$ cat config.mk
export PLATFORM = sky130hd
export DESIGN_NAME = arbitro_gato
export DESIGN_NICKNAME = d
export VERILOG_FILES = /design/src/rtl/gato_pkg.sv /design/src/rtl/detector_linea.sv /design/src/rtl/arbitro_gato.sv
export SDC_FILE = /design/constraint.sdc
export NUM_CORES = 1
export LEC_CHECK = 0
export CAP_MARGIN = 20
export CORE_MARGIN = 8
export CORE_UTILIZATION = 55
export CTS_CLUSTER_SIZE = 16
export DETAILED_ROUTE_END_ITERATION = 6
export GPL_TIMING_DRIVEN = 0
export HOLD_SLACK_MARGIN = 0.15
export PLACE_DENSITY = 0.8
export SYNTH_ARGS = -nofsm -noshare
export SYNTH_HDL_FRONTEND = slang
export SYNTH_SLANG_ARGS = --single-unit
export TNS_END_PERCENT = 10
$ cat constraint.sdc
create_clock -name clk -period 4.9 [get_ports clk]
set_input_delay 0.98 -clock clk [delete_from_list [all_inputs] [get_ports clk]]
set_output_delay 0.98 -clock clk [all_outputs]
set_load 0.03 [all_outputs]
$ cat src/rtl/gato_pkg.sv
// -----------------------------------------------------------------------------
// gato_pkg
//
// Shared definitions for the tic-tac-toe referee (arbitro_gato):
//   - cell codes as written by the cell selector (VACIO, EQUIS, CIRCULO,
//     plus the INVALIDO code that must never be accepted into the board)
//   - tablero_t, the nine cells packed with index 0 = c1 ... index 8 = c9
//   - estado_t, the referee FSM states
//   - TABLA_LINEAS, the 8-entry line-to-cell index table in win priority order
//   - codigo_jugador(), mapping the mover to the code it is allowed to write
// -----------------------------------------------------------------------------
package gato_pkg;

    localparam logic [1:0] VACIO    = 2'b00;
    localparam logic [1:0] EQUIS    = 2'b11;
    localparam logic [1:0] CIRCULO  = 2'b01;
    localparam logic [1:0] INVALIDO = 2'b10;

    localparam int NUM_CELDAS = 9;
    localparam int NUM_LINEAS = 8;

    // Index 0 is c1, index 8 is c9.
    typedef logic [NUM_CELDAS-1:0][1:0] tablero_t;

    typedef enum logic [1:0] {
        ESPERA_P1 = 2'd0,
        ESPERA_P2 = 2'd1,
        EVALUA    = 2'd2,
        FIN       = 2'd3
    } estado_t;

    // Lines in priority order; each entry lists the three cell indices
    // (0-based, so c1 -> 0). Lower line index wins when several complete.
    localparam logic [3:0] TABLA_LINEAS [NUM_LINEAS][3] = '{
        '{4'd0, 4'd1, 4'd2},   // 0: c1 c2 c3
        '{4'd3, 4'd4, 4'd5},   // 1: c4 c5 c6
        '{4'd6, 4'd7, 4'd8},   // 2: c7 c8 c9
        '{4'd0, 4'd3, 4'd6},   // 3: c1 c4 c7
        '{4'd1, 4'd4, 4'd7},   // 4: c2 c5 c8
        '{4'd2, 4'd5, 4'd8},   // 5: c3 c6 c9
        '{4'd0, 4'd4, 4'd8},   // 6: c1 c5 c9
        '{4'd2, 4'd4, 4'd6}    // 7: c3 c5 c7
    };

    // Player 1 plays X, player 2 plays O.
    function automatic logic [1:0] codigo_jugador(input logic es_p2);
        return es_p2 ? CIRCULO : EQUIS;
    endfunction

endpackage

$ cat src/rtl/detector_linea.sv
// -----------------------------------------------------------------------------
// detector_linea
//
// Purely combinational win detector. Scans the eight lines of the board and
// reports the lowest-index line whose three cells hold the same non-empty
// code.
//
// Ports:
//   celdas         in   tablero_t  nine board cells (index 0 = c1)
//   hay_ganador    out  1          a complete line exists
//   codigo_ganador out  2          code occupying the winning line
//   indice_linea   out  3          winning line index 0-7 (0 when no winner)
// -----------------------------------------------------------------------------
module detector_linea
    import gato_pkg::*;
(
    input  tablero_t   celdas,
    output logic       hay_ganador,
    output logic [1:0] codigo_ganador,
    output logic [2:0] indice_linea
);

    logic [1:0] celda_a;
    logic [1:0] celda_b;
    logic [1:0] celda_c;

    // Walk the lines from lowest to highest priority so that the last match
    // written is the lowest line index.
    always_comb begin
        hay_ganador    = 1'b0;
        codigo_ganador = VACIO;
        indice_linea   = 3'd0;
        celda_a        = VACIO;
        celda_b        = VACIO;
        celda_c        = VACIO;
        for (int l = NUM_LINEAS - 1; l >= 0; l--) begin
            celda_a = celdas[TABLA_LINEAS[3'(l)][0]];
            celda_b = celdas[TABLA_LINEAS[3'(l)][1]];
            celda_c = celdas[TABLA_LINEAS[3'(l)][2]];
            if ((celda_a != VACIO) && (celda_a == celda_b) && (celda_b == celda_c)) begin
                hay_ganador    = 1'b1;
                codigo_ganador = celda_a;
                indice_linea   = 3'(l);
            end
        end
    end

endmodule

$ cat src/rtl/arbitro_gato.sv
// -----------------------------------------------------------------------------
// arbitro_gato
//
// Tic-tac-toe referee. Grants turns to the cell selector, validates every
// committed move against a shadow copy of the board, counts accepted moves
// and detects win/draw.
//
// Ports:
//   clk                      in   1  system clock, rising edge
//   rst_n                    in   1  asynchronous active-low reset
//   guarda_c1 .. guarda_c9   in   2  board cells as written by the selector
//   p1_mm, p2_mm             in   1  move-made levels; rising edge = commit
//   nuevo_juego              in   1  synchronous restart
//   turno_p1, turno_p2       out  1  one-hot turn grant (both 0 when busy/over)
//   gana_p1, gana_p2, empate out  1  sticky results
//   linea_ganadora           out  3  winning line index while a gana flag is 1
//   jugadas                  out  4  accepted moves, 0-9
//   error_jugada             out  1  one-cycle pulse on a rejected move
//
// Build option:
//   ARBITRO_GATO_SYNC_EN  when defined, p1_mm, p2_mm and nuevo_juego pass
//                         through two-flop synchronisers before use, adding
//                         two cycles of latency to every move and restart.
// -----------------------------------------------------------------------------
module arbitro_gato
    import gato_pkg::*;
(
    input  logic       clk,
    input  logic       rst_n,
    input  logic [1:0] guarda_c1,
    input  logic [1:0] guarda_c2,
    input  logic [1:0] guarda_c3,
    input  logic [1:0] guarda_c4,
    input  logic [1:0] guarda_c5,
    input  logic [1:0] guarda_c6,
    input  logic [1:0] guarda_c7,
    input  logic [1:0] guarda_c8,
    input  logic [1:0] guarda_c9,
    input  logic       p1_mm,
    input  logic       p2_mm,
    input  logic       nuevo_juego,
    output logic       turno_p1,
    output logic       turno_p2,
    output logic       gana_p1,
    output logic       gana_p2,
    output logic       empate,
    output logic [2:0] linea_ganadora,
    output logic [3:0] jugadas,
    output logic       error_jugada
);

    estado_t    estado;
    estado_t    estado_sig;

    logic       p1_mm_s;
    logic       p2_mm_s;
    logic       nuevo_s;
    logic       p1_prev;
    logic       p2_prev;
    logic       evento_p1;
    logic       evento_p2;

    logic       mueve_p2;
    tablero_t   entrada;
    tablero_t   sombra;
    tablero_t   tablero_cand;

    logic [3:0] num_cambios;
    logic       cambio_ok;
    logic       hay_invalido;
    logic       jugada_valida;
    logic [1:0] codigo_mover;

    logic       hay_ganador;
    logic [1:0] codigo_ganador;
    logic [2:0] indice_linea;

    assign entrada = {guarda_c9, guarda_c8, guarda_c7, guarda_c6, guarda_c5,
                      guarda_c4, guarda_c3, guarda_c2, guarda_c1};

`ifdef ARBITRO_GATO_SYNC_EN
    logic [1:0] sync_p1;
    logic [1:0] sync_p2;
    logic [1:0] sync_nuevo;

    // Two-flop synchronisers for the asynchronous control inputs.
    always_ff @(posedge clk or negedge rst_n) begin
        if (!rst_n) begin
            sync_p1    <= 2'b00;
            sync_p2    <= 2'b00;
            sync_nuevo <= 2'b00;
        end else begin
            sync_p1    <= {sync_p1[0], p1_mm};
            sync_p2    <= {sync_p2[0], p2_mm};
            sync_nuevo <= {sync_nuevo[0], nuevo_juego};
        end
    end

    assign p1_mm_s = sync_p1[1];
    assign p2_mm_s = sync_p2[1];
    assign nuevo_s = sync_nuevo[1];
`else
    assign p1_mm_s = p1_mm;
    assign p2_mm_s = p2_mm;
    assign nuevo_s = nuevo_juego;
`endif

    // Edge-detector history. It follows the mm levels every cycle, which also
    // covers the restart case: on nuevo_juego the history is loaded with the
    // current levels, so a level already high is never seen as a new edge.
    always_ff @(posedge clk or negedge rst_n) begin
        if (!rst_n) begin
            p1_prev <= 1'b0;
            p2_prev <= 1'b0;
        end else begin
            p1_prev <= p1_mm_s;
            p2_prev <= p2_mm_s;
        end
    end

    assign evento_p1 = p1_mm_s & ~p1_prev;
    assign evento_p2 = p2_mm_s & ~p2_prev;

    // Remember who committed the move under evaluation; it selects the legal
    // code and the state to return to after EVALUA.
    always_ff @(posedge clk or negedge rst_n) begin
        if (!rst_n) begin
            mueve_p2 <= 1'b0;
        end else if (estado == ESPERA_P1) begin
            mueve_p2 <= 1'b0;
        end else if (estado == ESPERA_P2) begin
            mueve_p2 <= 1'b1;
        end
    end

    assign codigo_mover = codigo_jugador(mueve_p2);

    // Move validation: compare the live board with the shadow board. Exactly
    // one cell may differ, it must have been empty, and it must now hold the
    // mover's code. An INVALIDO code anywhere on the live board rejects it.
    always_comb begin
        num_cambios  = 4'd0;
        cambio_ok    = 1'b1;
        hay_invalido = 1'b0;
        for (int i = 0; i < NUM_CELDAS; i++) begin
            if (entrada[4'(i)] == INVALIDO) begin
                hay_invalido = 1'b1;
            end
            if (entrada[4'(i)] != sombra[4'(i)]) begin
                num_cambios = num_cambios + 4'd1;
                if ((sombra[4'(i)] != VACIO) || (entrada[4'(i)] != codigo_mover)) begin
                    cambio_ok = 1'b0;
                end
            end
        end
        jugada_valida = (num_cambios == 4'd1) && cambio_ok && !hay_invalido;
        // With a single legal change the live board is the shadow board plus
        // the new move, so it is what the win check must look at.
        tablero_cand  = jugada_valida ? entrada : sombra;
    end

    detector_linea u_detector (
        .celdas         (tablero_cand),
        .hay_ganador    (hay_ganador),
        .codigo_ganador (codigo_ganador),
        .indice_linea   (indice_linea)
    );

    // State register.
    always_ff @(posedge clk or negedge rst_n) begin
        if (!rst_n) begin
            estado <= ESPERA_P1;
        end else begin
            estado <= estado_sig;
        end
    end

    // Next-state logic. Only the player holding the turn can trigger an
    // evaluation; a restart overrides whatever else happens this cycle.
    always_comb begin
        estado_sig = estado;
        case (estado)
            ESPERA_P1: begin
                if (evento_p1) begin
                    estado_sig = EVALUA;
                end
            end
            ESPERA_P2: begin
                if (evento_p2) begin
                    estado_sig = EVALUA;
                end
            end
            EVALUA: begin
                if (!jugada_valida) begin
                    estado_sig = mueve_p2 ? ESPERA_P2 : ESPERA_P1;
                end else if (hay_ganador) begin
                    estado_sig = FIN;
                end else if (jugadas == 4'd8) begin
                    estado_sig = FIN;
                end else begin
                    estado_sig = mueve_p2 ? ESPERA_P1 : ESPERA_P2;
                end
            end
            FIN: begin
                estado_sig = FIN;
            end
            default: begin
                estado_sig = ESPERA_P1;
            end
        endcase
        if (nuevo_s) begin
            estado_sig = ESPERA_P1;
        end
    end

    assign turno_p1 = (estado == ESPERA_P1);
    assign turno_p2 = (estado == ESPERA_P2);

    // Board, counter and result registers. They only change in EVALUA or on
    // a restart; a win on the ninth move takes precedence over the draw.
    always_ff @(posedge clk or negedge rst_n) begin
        if (!rst_n) begin
            sombra         <= '0;
            jugadas        <= 4'd0;
            gana_p1        <= 1'b0;
            gana_p2        <= 1'b0;
            empate         <= 1'b0;
            linea_ganadora <= 3'd0;
            error_jugada   <= 1'b0;
        end else begin
            error_jugada <= 1'b0;
            if (nuevo_s) begin
                sombra         <= '0;
                jugadas        <= 4'd0;
                gana_p1        <= 1'b0;
                gana_p2        <= 1'b0;
                empate         <= 1'b0;
                linea_ganadora <= 3'd0;
            end else if (estado == EVALUA) begin
                if (jugada_valida) begin
                    sombra  <= entrada;
                    jugadas <= jugadas + 4'd1;
                    if (hay_ganador) begin
                        gana_p1        <= (codigo_ganador == EQUIS);
                        gana_p2        <= (codigo_ganador == CIRCULO);
                        linea_ganadora <= indice_linea;
                    end else if (jugadas == 4'd8) begin
                        empate <= 1'b1;
                    end
                end else begin
                    error_jugada <= 1'b1;
                end
            end
        end
    end

endmodule

==> results of run 1 <==
## repair_timing
item                                    in CTS  in global routing
hold endpoints to repair                     0                  0
pin swaps                                   11                 20
cloned                                       1                  0
hold buffers                                 0                  0
endpoints found under the setup margin      29                 29
setup buffers                               11                 10
resized for setup                           38                 42
## placed cells by master, fill, tap and decap left out, drive strengths merged, types with 3 or more instances in the layout
cell           instances
nand3                  8
mux2i                 23
nand4                  3
nor2                  34
and3                   4
nor3                   5
ha                     9
inv                   20
xor2                   9
o21ai                 15
o31ai                  6
o22ai                  3
a21oi                 19
buf                   35
clkdlybuf4s50         23
or3                    5
clkbuf                11
dfrtp                 33
xnor2                 17
nand2                 28
## power breakdown
group | internal, W | leakage [nW] | switching [W]
Sequential | 0.000274 | 0.456 | 0.000000565
Combinational | 0.000167 | 1.12 | 0.000172
Clock | 0.0000984 | 0.0450 | 0.000101
## routing by layer
layer | part of all wire | vias to the layer above | wire length, um
li1 | - | 1110 | -
met1 | 0.42 | 1117 | 2880
met2 | 0.50 | 93 | 3440
met3 | 0.061 | 18 | 421
met4 | 0.021 | 0 | 145
met5 | 0 | - | 0
## kinds of logic (layout without fill, tap and decap cells)
kind of cell | Yosys count | in the layout | synth area share
XOR/XNOR | 28 | 28 | 0.120
AND/OR/NAND/NOR | 100 | 100 | 0.190
buffers and inverters | 32 | 92 | 0.0707
AO/OA/AOI/OAI | 57 | 57 | 0.143
other | 1 | 1 | 0.00149
adder cells (fa/ha/maj) | 9 | 9 | 0.0448
multiplexers | 25 | 25 | 0.101
flip-flops | 33 | 33 | 0.329
## per-stage QoR
step | TNS [ns] | instances | util
2_1_floorplan | -0.267 | 285 | -
3_3_place_gp | -23.88 | 367 | 0.659
3_5_place_dp | -28.26 | 367 | 0.658
6_report | -3.87 | 397 | 0.769
5_1_grt | -11.73 | 397 | 0.769
4_1_cts | -1.85 | 387 | 0.710
## flip-flops by register name, indices dropped and copies added (netlist names)
register / count
sombra: 18
jugadas: 4
estado: 2
linea_ganadora: 2
empate: 1
error_jugada: 1
gana_p1: 1
gana_p2: 1
mueve_p2: 1
p1_prev: 1
p2_prev: 1
## worst min path at each step
stage,from,to,depth (start not counted)
6_report,empate$_DFFE_PN0P_,empate$_DFFE_PN0P_,1
5_1_grt,empate$_DFFE_PN0P_,empate$_DFFE_PN0P_,1
4_1_cts,empate$_DFFE_PN0P_,empate$_DFFE_PN0P_,1
3_5_place_dp,empate$_DFFE_PN0P_,empate$_DFFE_PN0P_,1
3_3_place_gp,empate$_DFFE_PN0P_,empate$_DFFE_PN0P_,1
2_1_floorplan,sombra[17]$_DFFE_PN0P_,sombra[17]$_DFFE_PN0P_,2
## layout make-up
type / instances / share of cell area
buffer: 12 / 0.0319
clock inverter: 2 / 0.00297
clock buffer: 6 / 0.0215
timing repair buffer: 52 / 0.137
tap: 52 / 0.0193
multi-input combinational: 220 / 0.520
inverter: 20 / 0.0223
sequential: 33 / 0.245
==> impl_metrics.tcl, run 1 <==
set metrics [dict create \
    htreeDepth 2 \
    maxCapViolCount 0 \
    total_power_w 0.000813 \
    gr-usage-met3 0.0332 \
    cts_sinks 33 \
    drtIter0Drc 196 \
    drt_pass1_iterations 5 \
    p_per_area_nw_per_um2 241 \
    ys.flop_type "dfrtp_1" \
    fin_ws_ns -0.245 \
    cts_root_buf "clkbuf_8" \
    critPathLaunchType "input port" \
    die_w_um 83.6 \
    status "complete, but fails checks" \
    whs_ns 0.509 \
    grt_max_degree 34 \
    cp_top_family "adder cells" \
    dp_hpwl_um 4500 \
    clock_latency_ns 0.28 \
    seqCellArea_um2 826 \
    cts_tree "done" \
    worst_pin_slew_ns 0.774 \
    reg2reg_from "sombra[2]$_DFFE_PN0P_" \
    netlist_instances 285 \
    gr-usage-met2 0.301 \
    grt_pass1_vias 2248 \
    via_per_inst 5.89 \
    path_depth 27 \
    wire_per_inst_um 17.4 \
    ir_worst_vdd_v 0.000135 \
    synth_cell_types 57 \
    p_leak_nw 1.62 \
    synth.yosys.seq_area_share 0.329 \
    reg2reg_to "jugadas[3]$_DFFE_PN0P_" \
    slew_viol_final 0 \
    worstPathArrival_ns 5.36 \
    fin_crit_sh 1.05 \
    synth.area.top_cells "dfrtp_1 33%, mux2i_1 9.2%, xnor2_1 5.6%" \
    synth_edf_count 0 \
    synth_top_area_share 0.329 \
    globalRouteOverflowTotal 0 \
    syn_nets 317 \
    finalHoldViolations 0 \
    syn_area_per_cell_um2 8.81 \
    fmax_ghz 0.194 \
    grt_util_met1 0.235 \
    slowest_stage "or3_4" \
    r2r_slack_ns 0.06 \
    grt.busiest_layer "met2" \
    antenna_cells 0 \
    path_class "in -> reg" \
    violations "negative setup slack" \
    r2r_cells 26 \
    synth_top_cell_by_area "dfrtp_1" \
    synth-seq-cells 33 \
    antenna_found_initial 0 \
    synthTopCellsByCount "34 x nor2_1, 33 x dfrtp_1, 27 x nand2_1, 23 x mux2i_1, 20 x inv_1" \
    cp.required_ns 5.11 \
    via_count 2338 \
    synth_warnings 0 \
    num_rows 24 \
    core_um2 4380 \
    path_clk_slew_ns 0.07 \
    critical_path.max_fanout 5 \
    dpl_cell_area_um2 2880 \
    syn_area_um2 2510 \
    start_util 0.573 \
    startpoint "guarda_c2[0]" \
    ant_nets 0 \
    cts_buffer_depth 2 \
    gp_congestion 0.909 \
    area_growth_pct 34.2 \
    async_flop_share 1.00 \
    dpl_worst_slack_ns -1.08 \
    fin_skew_ns 0.00858 \
    drc 0 \
    io_pins 36 \
    slowest_delay_ns 0.36 \
    cp_num_buf_inv 4 \
    routed_wl_um 6890 \
    stdcell_area_um2 3370 \
    rsz0062_at_grt "yes" \
    grt_use_total 0.184 \
    setup_viol 28 \
    portBuffers 30 \
    slew_headroom 0.484 \
    drive_gt1_frac 0.255 \
    fin_crit_ns 5.14 \
    fillCellCount 286 \
    dieHeight_um 83.6 \
    nets 376 \
    endpoint "jugadas[3]$_DFFE_PN0P_" \
    synth.most_common_cell "nor2_1" \
    die_area_um2 6980 \
    critPathCaptureType "flip-flop" \
    multiInputGateArea_um2 1750 \
    holdCritPathClass "reg -> reg" \
    grt_pass1_wl_um 10900 \
    cts-buffers-inserted 5 \
]
No activity file was read; power rests on OpenSTA's default activity.
==> run 2: changes to the inputs <==
==> constraint.sdc (replaced) <==
create_clock -name clk -period 5.5 [get_ports clk]
set_input_delay 1.1 -clock clk [delete_from_list [all_inputs] [get_ports clk]]
set_output_delay 1.1 -clock clk [all_outputs]
set_load 0.03 [all_outputs]
==> impl_metrics.tcl, run 2 (synthesis results as in run 1) <==
set metrics [dict create \
    ir_worst_vdd_v 0.000202 \
    critical_path.max_fanout 10 \
    antenna_cells 0 \
    hp-start "empate$_DFFE_PN0P_" \
    reg2reg_to "jugadas[2]$_DFFE_PN0P_" \
    die_area_um2 6980 \
    critPathLaunchType "input port" \
    gp_congestion 0.852 \
    setup_viol 0 \
    mostFrequentLayoutCells "33 x nor2_1, 33 x dfrtp_1, 25 x nand2_1" \
    htreeDepth 2 \
    cts_tree "done" \
    maxCapViolCount 0 \
    dieHeight_um 83.6 \
    worstHoldPathCells 1 \
    core_um2 4380 \
    routed_wl_um 6250 \
    antenna_found_initial 0 \
    cp_top_family "adder cells" \
    tns_ns 0 \
    r2r_cells 26 \
    slowest_stage "ha_1" \
    worst_pin_slew_ns 0.759 \
    fin_crit_ns 5.29 \
    drt_pass1_iterations 4 \
    dp_hpwl_um 4500 \
    finalHoldViolations 0 \
    num_rows 24 \
    grt_use_total 0.174 \
    via_per_inst 5.72 \
    grt_pass1_vias 2204 \
    drc 0 \
    io_pins 36 \
    drive_gt1_frac 0.181 \
    portBuffers 30 \
    clock_latency_ns 0.29 \
    top_register "sombra" \
    largest_reg_flops 18 \
    p_per_area_nw_per_um2 217 \
    largestRegisters "sombra x18, jugadas x4" \
    reg2reg_from "sombra[3]$_DFFE_PN0P_" \
    cts_root_buf "clkbuf_8" \
    crit_top_cell "ha_1" \
    critPathCaptureType "flip-flop" \
    ant_nets 0 \
    cp_num_buf_inv 5 \
    path_class "in -> reg" \
    grt_max_degree 34 \
    slew_viol_final 0 \
    grt_pass1_wl_um 10300 \
    wire_per_inst_um 16.1 \
    slowest_delay_ns 0.33 \
    fmax_ghz 0.189 \
    holdCritPathClass "reg -> reg" \
    globalRouteOverflowTotal 0 \
    r2r_slack_ns 0.74 \
    cts_sinks 33 \
    hold_end "empate$_DFFE_PN0P_" \
    nets 368 \
    status "completed" \
    start_util 0.573 \
    die_w_um 83.6 \
    total_power_w 0.000671 \
    path_clk_slew_ns 0.07 \
    fin_crit_sh 0.962 \
    area_growth_pct 23.4 \
    cp.required_ns 5.65 \
    drtIter0Drc 119 \
    fin_skew_ns 0.00926 \
    whs_ns 0.503 \
    via_count 2225 \
    cts-buffers-inserted 5 \
    slew_headroom 0.494 \
    p_leak_nw 1.55 \
    cts_buffer_depth 2 \
    worstPathArrival_ns 5.44 \
]
==> run 2: cell types whose count changed in the layout (fill, tap and decap cells not counted), moves of 3 or more <==
cell	change
xor2_1	+3
xnor2_1	+3
clkbuf_2	+3
buf_4	-9
==> run 2: repair_timing <==
action / in CTS / in global routing
hold buffers: 0 / 0
gates cloned: 0 / 1
resized for setup: 13 / 19
setup buffers: 4 / 9
pin swaps: 3 / 11
endpoints found under the setup margin: 29 / 28
==> run 2: worst max-delay path by stage <==
stage	from	to	slack (ns)	cells past startpoint
final	guarda_c2[1]	jugadas[2]$_DFFE_PN0P_	0.21	27
after global routing	guarda_c2[1]	jugadas[2]$_DFFE_PN0P_	-0.05	27
after CTS	guarda_c2[0]	jugadas[3]$_DFFE_PN0P_	0.01	28
after detailed placement	guarda_c1[0]	jugadas[3]$_DFFE_PN0P_	-0.80	25
after global placement	guarda_c2[1]	jugadas[3]$_DFFE_PN0P_	-0.60	24
after floorplan	guarda_c2[1]	jugadas[3]$_DFFE_PN0P_	0.32	23
==> run 2: worst reg2reg max path, cell delays in order, from the launching register on <==
cell,delay [ns]
dfrtp_1,0.40
xor2_1,0.17
nor2_2,0.21
inv_1,0.07
ha_1,0.19
and3b_2,0.24
nor2_1,0.05
ha_1,0.30
o21ai_2,0.08
o41ai_2,0.11
ha_1,0.33
mux2i_2,0.21
inv_2,0.07
ha_4,0.27
nand2_2,0.04
o21ai_2,0.09
ha_1,0.27
a21oi_2,0.13
nor2_1,0.06
ha_1,0.26
o21ai_1,0.13
and2b_2,0.17
nand4b_1,0.15
buf_6,0.18
buf_6,0.14
o21ai_0,0.22
a21oi_1,0.10
==> run 2: cell type report <==
type | count | area, um^2
clock buffers | 6 | 72.6
well taps | 52 | 65.1
repair buffers | 44 | 383
clock inverters | 2 | 10.0
plain buffers | 12 | 103
inverters | 20 | 75.1
fillers | 368 | 1290
multi-input cells | 220 | 1560
flip-flops and latches | 33 | 826
==> run 2: metrics by stage <==
| stage | std cells | utilization | worst slack (ns) | area [um^2] |
|---|---|---|---|---|
| floorplan | 285 | - | 0.317 | 2510 |
| detailed placement | 367 | 0.655 | -0.797 | 2870 |
| finish | 389 | 0.707 | 0.210 | 3100 |
| global placement | 367 | 0.656 | -0.602 | 2880 |
| CTS | 379 | 0.686 | 0.00960 | 3010 |
| global route | 389 | 0.707 | -0.0544 | 3100 |
==> run 2: routing by layer <==
layer / vias up / track usage / part of all wire
met5: - / 0 / 0
met4: 0 / 0.0565 / 0.011
met3: 5 / 0.0254 / 0.056
met2: 68 / 0.295 / 0.49
met1: 1055 / 0.219 / 0.44
li1: 1097 / - / -
==> run 2: where the power goes <==
part	internal (W)	leakage (nW)	total [W]	switching (W)
Sequential	0.000244	0.456	0.000245	0.000000464
Clock	0.0000878	0.0450	0.000180	0.0000926
Combinational	0.000114	1.05	0.000246	0.000132
==> run 3: changes to the inputs <==
--- a/config.mk
+++ b/config.mk
@@ -6,6 +6,7 @@
 export NUM_CORES = 1
 export LEC_CHECK = 0
 export CAP_MARGIN = 20
+export CORE_ASPECT_RATIO = 0.75
 export CORE_MARGIN = 8
 export CORE_UTILIZATION = 55
 export CTS_CLUSTER_SIZE = 16
==> impl_metrics.tcl, run 3 (synthesis results as in run 1) <==
set metrics [dict create \
    nets 368 \
    via_per_inst 5.74 \
    drive_gt1_frac 0.179 \
    critPathLaunchType "input port" \
    fin_skew_ns 0.00726 \
    whs_ns 0.511 \
    antenna_cells 0 \
    cp_num_buf_inv 4 \
    p_leak_nw 1.55 \
    slew_headroom 0.498 \
    die_w_um 94.0 \
    worst_pin_slew_ns 0.753 \
    status "completed" \
    slowest_delay_ns 0.34 \
    core_um2 4440 \
    clock_latency_ns 0.28 \
    grt_pass1_vias 2175 \
    dpl_worst_slack_ns -0.791 \
    start_util 0.566 \
    grt_pass1_wl_um 10500 \
    largest_reg_flops 18 \
    fin_crit_sh 0.976 \
    ant_nets 0 \
    r2r_cells 26 \
    setup_viol 0 \
    holdCritPathClass "reg -> reg" \
    slowest_stage "or3_1" \
    cts_buffer_depth 2 \
    critPathCaptureType "flip-flop" \
    finalHoldViolations 0 \
    cts_sinks 33 \
    slew_viol_final 0 \
    drt_pass1_iterations 4 \
    placedCellCount 372 \
    mostFrequentLayoutCells "33 x nor2_1, 33 x dfrtp_1, 25 x nand2_1" \
    largestRegisters "sombra x18, jugadas x4" \
    globalRouteOverflowTotal 0 \
    fin_util 0.701 \
    gp_congestion 0.953 \
    drtIter0Drc 187 \
    via_count 2254 \
    maxCapViolCount 0 \
    fin_ws_ns 0.130 \
    die_area_um2 7010 \
    cts-buffers-inserted 5 \
    io_pins 36 \
    ir_worst_vdd_v 0.000198 \
    num_rows 21 \
    hold_end "empate$_DFFE_PN0P_" \
    critical_path.max_fanout 6 \
    reg2reg_from "sombra[3]$_DFFE_PN0P_" \
    worstHoldPathCells 1 \
    cp.required_ns 5.70 \
    p_per_area_nw_per_um2 219 \
    path_clk_slew_ns 0.07 \
    top_register "sombra" \
    crit_top_cell "ha_1" \
    antenna_found_initial 0 \
    cts_tree "done" \
    grt_use_total 0.189 \
    area_growth_pct 24.0 \
    htreeDepth 2 \
    wire_per_inst_um 16.9 \
    fin_crit_ns 5.37 \
    instances_no_fill 393 \
    fmax_ghz 0.186 \
    portBuffers 30 \
    tns_ns 0 \
    drc 0 \
    cts_root_buf "clkbuf_8" \
    path_class "in -> reg" \
    routed_wl_um 6630 \
    hp-start "empate$_DFFE_PN0P_" \
    dieHeight_um 74.5 \
    cp_top_family "adder cells" \
    worstPathArrival_ns 5.57 \
    grt_max_degree 34 \
    dp_hpwl_um 4760 \
    r2r_slack_ns 0.66 \
    reg2reg_to "jugadas[3]$_DFFE_PN0P_" \
]
run 3: cell types whose count changed in the layout (fill, tap and decap cells not counted):
cell      previous run  this run
a21oi_2              3         2
o21ai_1              4         3
clkinv_2             2         0
clkbuf_8             6         7
a21oi_1             16        17
buf_12               0         1
buf_8                1         0
o21ai_2              2         3
buf_2                3         5
clkbuf_2             5         3
run 3: layout make-up:
cell class	instances	area, um^2
buffer	12	108
fill	367	1330
multi-input combinational	220	1560
timing repair buffer	44	383
tap	57	71.3
inverter	20	75.1
clock buffer	7	86.3
sequential	33	826
run 3: power breakdown:
part           switching [W]  internal, W
registers        0.000000455     0.000244
logic               0.000137     0.000115
clock network      0.0000859    0.0000993
total               0.000223     0.000458
run 3: how the worst max path moves through the flow:
stage | start | to | slack, ns | cells after the start
after floorplan | guarda_c2[1] | jugadas[3]$_DFFE_PN0P_ | 0.32 | 23
after global placement | guarda_c1[0] | jugadas[3]$_DFFE_PN0P_ | -0.61 | 26
after detailed placement | guarda_c1[0] | jugadas[3]$_DFFE_PN0P_ | -0.79 | 25
after CTS | guarda_c2[0] | jugadas[3]$_DFFE_PN0P_ | 0.0007 | 27
after global routing | guarda_c2[1] | jugadas[3]$_DFFE_PN0P_ | -0.11 | 28
final | guarda_c2[1] | jugadas[3]$_DFFE_PN0P_ | 0.13 | 27
run 3: timing repair:
item,CTS,global route
gates cloned,0,1
pin swaps,4,12
hold buffers,0,0
buffers inserted,4,9
gates resized for setup,12,24
setup endpoints to repair,29,28
run 3: routing by layer:
layer / part of all wire / routed length (um) / GRT usage
met3: 0.066 / 440 / 0.0433
met2: 0.46 / 3030 / 0.297
met4: 0.011 / 76 / 0.0403
met5: 0 / 0 / 0
met1: 0.46 / 3080 / 0.260
run 3: stage by stage:
stage / total power [W] / instance area, um^2
floorplan: 0.000403 / 2510
global placement: 0.000452 / 2880
detailed placement: 0.000460 / 2880
CTS: 0.000655 / 3020
global route: 0.000718 / 3110
finish: 0.000681 / 3110
